**src/rtl/io_bus_ctrl.sv**
```systemverilog
// Memory-mapped I/O controller on the cpu IO_BUS: LEDs, scanned 8-digit hex display, debounced buttons.
// Optional build macro IO_CYCLE_CNT_EN adds a free-running 32-bit cycle counter readable at 0x14.

module io_btn_debounce #(
  parameter int CYCLES = 4
) (
  input  logic clk,
  input  logic rst,
  input  logic raw,
  output logic pulse
);
  localparam int CW = $clog2(CYCLES + 1);

  logic [1:0]    sync_q;
  logic          level;
  logic          level_d;
  logic [CW-1:0] cnt;

  // cnt holds how many consecutive synced samples have disagreed with the accepted level
  always_ff @(posedge clk or posedge rst) begin
    if (rst) begin
      sync_q  <= 2'b00;
      level   <= 1'b0;
      level_d <= 1'b0;
      cnt     <= '0;
    end else begin
      sync_q  <= {sync_q[0], raw};
      level_d <= level;
      if (sync_q[1] == level) begin
        cnt <= '0;
      end else if (cnt == CW'(CYCLES - 1)) begin
        level <= sync_q[1];
        cnt   <= '0;
      end else begin
        cnt <= cnt + 1'b1;
      end
    end
  end

  assign pulse = level & ~level_d;
endmodule

module io_bus_ctrl #(
  parameter int DEBOUNCE_CYCLES = 4,
  parameter int SCAN_DIV        = 4
) (
  input  logic        clk,
  input  logic        rst,
  input  logic [7:0]  io_addr,
  input  logic [31:0] io_dout,
  input  logic        io_we,
  output logic [31:0] io_din,
  input  logic [15:0] sw,
  input  logic        btn_in,
  input  logic        btn_ok,
  output logic [15:0] led,
  output logic [2:0]  an,
  output logic [3:0]  seg_d
);
  localparam logic [5:0] A_LED   = 6'h00;
  localparam logic [5:0] A_READY = 6'h01;
  localparam logic [5:0] A_SEG   = 6'h02;
  localparam logic [5:0] A_INV   = 6'h03;
  localparam logic [5:0] A_IND   = 6'h04;
  localparam logic [5:0] A_CYC   = 6'h05;
  localparam int SCAN_W = (SCAN_DIV > 1) ? $clog2(SCAN_DIV) : 1;

  logic [5:0]        word;
  logic [31:0]       seg_reg;
  logic              out_valid;
  logic              in_valid;
  logic [15:0]       in_data;
  logic [SCAN_W-1:0] scan_cnt;
  logic              in_pulse;
  logic              ok_pulse;
  logic              ack;
  logic              in_valid_acked;
  logic              unused_addr;

  assign word        = io_addr[7:2];
  assign unused_addr = &{1'b0, io_addr[1:0]};

  io_btn_debounce #(.CYCLES(DEBOUNCE_CYCLES)) u_db_in (
    .clk(clk), .rst(rst), .raw(btn_in), .pulse(in_pulse)
  );
  io_btn_debounce #(.CYCLES(DEBOUNCE_CYCLES)) u_db_ok (
    .clk(clk), .rst(rst), .raw(btn_ok), .pulse(ok_pulse)
  );

  // An ack in the same cycle as a press is applied first, so the press lands on a free slot
  assign ack            = io_we && (word == A_INV);
  assign in_valid_acked = in_valid && !ack;

  always_ff @(posedge clk or posedge rst) begin
    if (rst) begin
      led       <= 16'h0000;
      seg_reg   <= 32'h0;
      out_valid <= 1'b0;
      in_valid  <= 1'b0;
      in_data   <= 16'h0000;
    end else begin
      if (io_we && (word == A_LED)) led <= io_dout[15:0];

      if (io_we && (word == A_SEG)) begin
        seg_reg   <= io_dout;
        out_valid <= 1'b1;
      end else if (ok_pulse) begin
        out_valid <= 1'b0;
      end

      if (in_pulse && !in_valid_acked) begin
        in_data  <= sw;
        in_valid <= 1'b1;
      end else begin
        in_valid <= in_valid_acked;
      end
    end
  end

  always_ff @(posedge clk or posedge rst) begin
    if (rst) begin
      scan_cnt <= '0;
      an       <= 3'd0;
    end else if (scan_cnt == SCAN_W'(SCAN_DIV - 1)) begin
      scan_cnt <= '0;
      an       <= an + 3'd1;
    end else begin
      scan_cnt <= scan_cnt + 1'b1;
    end
  end

  assign seg_d = seg_reg[{an, 2'b00} +: 4];

`ifdef IO_CYCLE_CNT_EN
  logic [31:0] cycle_cnt;

  always_ff @(posedge clk or posedge rst) begin
    if (rst) cycle_cnt <= 32'h0;
    else     cycle_cnt <= cycle_cnt + 32'd1;
  end
`endif

  always_comb begin
    io_din = 32'h0;
    case (word)
      A_LED:   io_din = {16'h0, led};
      A_READY: io_din = {31'h0, ~out_valid};
      A_SEG:   io_din = seg_reg;
      A_INV:   io_din = {31'h0, in_valid};
      A_IND:   io_din = {16'h0, in_data};
`ifdef IO_CYCLE_CNT_EN
      A_CYC:   io_din = cycle_cnt;
`else
      A_CYC:   io_din = 32'h0;
`endif
      default: io_din = 32'h0;
    endcase
  end
endmodule

```
**config.mk**
```make
export PLATFORM = sky130hd
export DESIGN_NAME = io_bus_ctrl
export DESIGN_NICKNAME = d
export VERILOG_FILES = /design/src/rtl/io_bus_ctrl.sv
export SDC_FILE = /design/constraint.sdc
export NUM_CORES = 1
export LEC_CHECK = 0
export CAP_MARGIN = 0
export CORE_MARGIN = 1.5
export CORE_UTILIZATION = 47
export DETAILED_ROUTE_END_ITERATION = 12
export PLACE_DENSITY = 0.79
export SLEW_MARGIN = 10
export SYNTH_ARGS = -nofsm -noshare
export SYNTH_HDL_FRONTEND = slang
export SYNTH_SLANG_ARGS = --single-unit
```
**constraint.sdc**
```tcl
create_clock -name clk -period 3.7 [get_ports clk]
set_input_delay 0.555 -clock clk [delete_from_list [all_inputs] [get_ports clk]]
set_output_delay 0.555 -clock clk [all_outputs]
set_load 0.02 [all_outputs]
```
## Word-level counts from Yosys, hierarchy flattened

Index checks and enable logic that the tools add are counted.

- Bits in registers: 85
- Bits in latches: 0
- Memory bits (writable): 0
- Memory bits (read-only): 0
- Input bits: 61
- Output and inout port bits: 55
- Word-level logic and storage cells: 56
- Memories: 0

- Add/subtract/negate cells: 4
- Multiply operators: 0
- Divide/modulo/power cells: 0
- $lt $le $gt $ge: 0
- Equality and inequality tests: 9
- Shift-type cells: 1
- Multiplexer cells: 9
- Bitwise logic cells: 7
- Reduce and logical (&&, ||, !) cells: 11

Operators by type and width:

| cell | count |
|---|---|
| 32-bit one-hot mux with 5 select lines | 1 |
| 32-bit by 6-bit indexed part select with 4-bit output | 1 |
| 6-bit by 2-bit equality test with 1-bit output (second input constant) | 2 |
| 3-bit 2-to-1 mux | 4 |
| 3-bit by 1-bit adder with 3-bit output (second input constant) | 3 |
| 3-bit by 2-bit equality test with 1-bit output (second input constant) | 2 |
| 6-bit by 1-bit equality test with 1-bit output (second input constant) | 1 |
| 6-bit by 3-bit equality test with 1-bit output (second input constant) | 1 |
| 6-bit zero test | 1 |
| 1-bit logical AND | 5 |
| 1-bit NOT | 5 |
| 2-bit AND reduction | 2 |
| 1-bit 2-to-1 mux | 3 |
| 2-bit by 1-bit adder with 2-bit output (second input constant) | 1 |
| 1-bit AND | 2 |
| 1-bit equality test | 2 |
| 2-bit equality test (second input constant) | 1 |
| 1-bit zero test | 2 |
| 2-bit 2-to-1 mux | 1 |
| 2-bit nonzero test | 1 |

## Depth between registers and ports, before layout

- Depth after elaboration: 7
- Depth in mapped cells: 5
- Mapped depth without buffers: 4

## Hierarchy

From an unflattened synthesis, not the netlist that was laid out.

- Cells, all modules: 272
- Area, all modules: 4,093.9 um^2

By module, submodules not included:

| module | times used | cells an instance | area each (um^2) | seq. area each (um^2) |
|---|---|---|---|---|
| io_bus_ctrl | 1 | 240 | 3,580.9 | 1,776.7 |
| io_btn_debounce | 2 | 16 | 256.5 | 175.2 |

## Worst setup path after synthesis

No wires, ideal clock.

- Path kind: input-to-output
- Start point: in io_addr[5]
- End point: out io_din[14]
- Data arrival time: 2.008 ns
- Required time: 3.145 ns
- Slack: 1.137 ns
- Cell stages on the path: 5
- Path buffers: 1
- Path through: or4_4 > nor3b_4 > clkbuf_1 > a222oi_1 > inv_1

- Cells in the longest elaborated chain, start to end: 2
- Elaborated cells on any way between the ends: 6
- Classes of those cells: eq/ne (4); mux (1); reduce/logical (1)

RTL lines:

| element | RTL line | text |
|---|---|---|
| from (decl) | 49 | `input logic [7:0] io_addr,` |
| 6-bit by 3-bit equality test with 1-bit output, or another cell as far along | 145 | `case (word)` |
| 32-bit one-hot mux with 5 select lines (*) | 145 |  |
| to (decl) | 52 | `output logic [31:0] io_din,` |

Mark *: on every way between the ends. The rest lies on a longest branch, timed or not.

## Final worst setup path

- Start point: in io_addr[5]
- End point: out io_din[10]

Same word-level chain as after synthesis.

==> summary.md <==
| Metric | Value |
|---|---|
| Run status | complete, no violations |
| Clock latency on the worst-skew pair | 0.35 ns |
| Switching power share of the total | 27.0% |
| Worst setup EP type | output port |
| CTS HTree Levels | 3 |
| Final worst path period need | 3.42 ns |
| Final setup TNS | 0 ns |
| CP peak stage delay | 0.61 ns |
| Leak pwr | 2.56 nW |
| Synthesized area per cell | 15.0 um2 |
| Seq cells post-synth | 85 |
| Final design utilization | 66.0% |
| First-pass DRT Iterations | 6 |
| Post-detailed-route count of antenna-violating nets | 0 |
| Count of final max-slew check failures | 0 |
| R2R setup slack | 2.25 ns |
| Hold crit path type | reg2reg |
| Cell type group with the largest total delay on the critical path | buffers and inverters |
| Yosys warns | 0 |
| Iteration-0 DRC Markers | 154 |
| Die Area | 8880 um2 |
| Area Growth Syn to Fin | 37.2% |
| Total power | 2.38 mW |
| Clock slew at the register clock pins of the worst setup and hold paths | 0.08 ns |
| TritonCTS clock tree | yes |
| Portion of total power attributed to combinational logic | 19.8% |
| Max reg flops | 32 |
| Buffers plus inverters on the worst setup path | 4 |
| Count of flip-flops with a built-in enable after synthesis | 0 |
| Critical path required time | 3.14 ns |
| Placeable core area | 8130 um2 |
| Crit-path slowest cell | clkdlybuf4s50_1 |
| Path depth of the worst reg2reg path | 2 |
| Nets in the synthesized netlist | 325 |
| Final Wtd Congestion | 0.741 |
| Reg power frac | 51.9% |
| Setup fix buffers added after clock tree synthesis | 0 |
| Vias in the first global route | 2798 |
| Setup repair after global routing missed its margin | false |
| Worst-path cell chain | clkdlybuf4s50_1, or4_4, nor3b_4, buf_4, a222oi_1, inv_1, clkdlybuf4s50_1 |
| Power density over the cells | 443 nW/um2 |
| First-pass GRT wire length | 14300 um |
| DRC violations left | 0 |
| Remaining global-route overflow | 0 |
| Overall global routing resource usage | 21.5% |
| Number of I/O port buffers | 113 |
| Vertical die dimension | 94.2 um |
| Max Clock Freq | 293 MHz |
| Via total after detailed routing | 2613 |
| Min-Delay Startpoint | u_db_ok.sync_q[0] |
| Clock network power share | 28.3% |
| Internal Pwr Total | 1.73 mW |
| Final hold viol count | 0 |
| Category of the worst setup path launch point | input port |
| Pin count of the biggest net entering global routing | 43 |
| Count of different cell masters after synthesis | 29 |
| Ys flop type | dfrtp_1 |
| Pin slew with the least headroom to its limit | 0.750 ns |
| Final Cycle Share | 92.4% |
| DRT Wirelength | 8580 um |
| Number of clock buffers inserted by TritonCTS | 9 |
| Rows | 33 |
| Post-cts sizing count | 0 |
| Category of the critical setup timing path | in2out |
| Critical R2R Capture | an[1] |
| Critical path arrival | 2.86 ns |
| Fraction of registers with async set/reset | 100% |
| Number of cells on the worst hold path | 0 |
| CTS Hold Buffers Added | 0 |
| Net count, final | 444 |
| Share of final-layout standard cells stronger than drive strength 1 | 28.9% |
| Cell area after technology mapping | 3910 um2 |
| Launch point of the worst reg-to-reg path | an[0] |
| Most numerous cell on the critical path | clkdlybuf4s50_1 |
| Fraction of the yosys area taken by sequential cells | 54.4% |
| Worst Path Max Fanout | 13 |
| Sinks on the clock net | 85 |
| Power dissipated by switching net loads | 0.643 mW |
| Number of violations of the max-capacitance limit | 0 |
| Worst clock skew | 0.00761 ns |
| Antenna diode count | 0 |
| Hold Worst Slack | 0.354 ns |
| Peak VDD IR | 0.000220 V |
| Average routed wire per standard cell | 17.5 um |
| Avg Vias per Cell | 5.34 |
| Initial core utilization | 48.1% |
| Placed wire-length estimate after detailed placement | 6220 um |
| Synthesized instance count | 260 |
| Final number of setup-violating endpoints | 0 |
| Clock root buffer master | clkbuf_8 |
| Worst-case clock buffer depth | 2 |
| Worst Hold Path EP | u_db_ok.sync_q[1] |
| Initial antenna violation count | 0 |
| Chip Width | 94.2 um |
| Worst-case headroom to the max-slew limit | 49.9% |
| Count of pins on the block boundary | 116 |
==> cells in the mapped netlist, types with 2 or more instances <==
master	instances	area, um2
nor3_1	3	15.0
nor2b_1	5	31.3
buf_6	5	56.3
clkbuf_1	6	22.5
mux4_2	9	203
dfrtp_1	85	2130
inv_1	19	71.3
nor3b_1	2	15.0
ha_1	4	50.1
nand2_1	2	7.51
a222oi_1	15	150
o21ai_0	3	15.0
and2_1	16	100
mux2_4	29	435
xnor2_1	3	26.3
mux2_2	41	462
==> metal layers <==
metal | vias to the layer above | global-route usage, % | wire, um
met3 | 11 | 4.05 | 463
met2 | 89 | 33.9 | 4150
met5 | - | 0 | 0
met4 | 0 | 7.71 | 142
met1 | 1321 | 29.5 | 3820
li1 | 1192 | - | -
==> cell usage in the layout, fill, tap and decap left out, types with 5 or more instances in the layout <==
cell and count:
a222oi_1 15, and2_1 16, buf_4 6, clkbuf_8 9, clkdlybuf4s50_1 113, dfrtp_1 85
inv_1 18, mux2_2 41, mux2_4 29, mux4_2 9, nor2b_1 5
==> area by class of cell <==
cell class / count / area (um2)
clock inverters: 7 / 80.1
clock buffers: 9 / 124
well taps: 105 / 131
multi-input cells: 144 / 1640
repair buffers: 120 / 1200
flip-flops and latches: 85 / 2130
fillers: 588 / 2770
inverters: 19 / 72.6
==> cell families (layout without fill, tap and decap cells) <==
| family | after synthesis | count (layout) | synth area share [%] |
|---|---|---|---|
| AND/OR/NAND/NOR | 37 | 37 | 6.68 |
| XOR/XNOR | 4 | 4 | 0.896 |
| flip-flops | 85 | 85 | 54.4 |
| AO/OA/AOI/OAI | 20 | 20 | 4.70 |
| adder cells (fa/ha/maj) | 4 | 4 | 1.28 |
| buffers and inverters | 31 | 155 | 3.97 |
| multiplexers | 79 | 79 | 28.1 |
==> metrics by stage <==
step           instance area (um2)  cells  setup slack, ns
6_report                      5370    489            0.282
5_1_grt                       5370    489            0.195
4_1_cts                       5370    489            0.267
3_5_place_dp                  5160    473            0.271
3_3_place_gp                  5160    473            0.302
2_1_floorplan                 3910    260            0.952
==> power by group through the flow <==
stage	combinational, mW	sequential, mW	clock [mW]
6_report	0.472	1.23	0.672
2_1_floorplan	0.273	1.24	0
5_1_grt	0.518	1.25	0.732
3_3_place_gp	0.463	1.24	0
4_1_cts	0.480	1.23	0.690
3_5_place_dp	0.476	1.25	0
==> how the worst max path moves through the flow <==
stage / startpoint / to / slack [ns] / cells after the start
global placement: io_addr[5] / io_din[15] / 0.30 / 7
floorplan: rst / an[0] / 0.95 / 1
finish: io_addr[5] / io_din[10] / 0.28 / 7
global route: io_addr[5] / io_din[10] / 0.20 / 7
detailed placement: io_addr[5] / io_din[10] / 0.27 / 7
CTS: io_addr[5] / io_din[10] / 0.27 / 7
==> worst register-to-register path, stage by stage (launching register included) <==
cell	delay, ns
dfrtp_1	0.75
ha_1	0.33
mux2_2	0.26
Power figures use the tool's default switching activity.
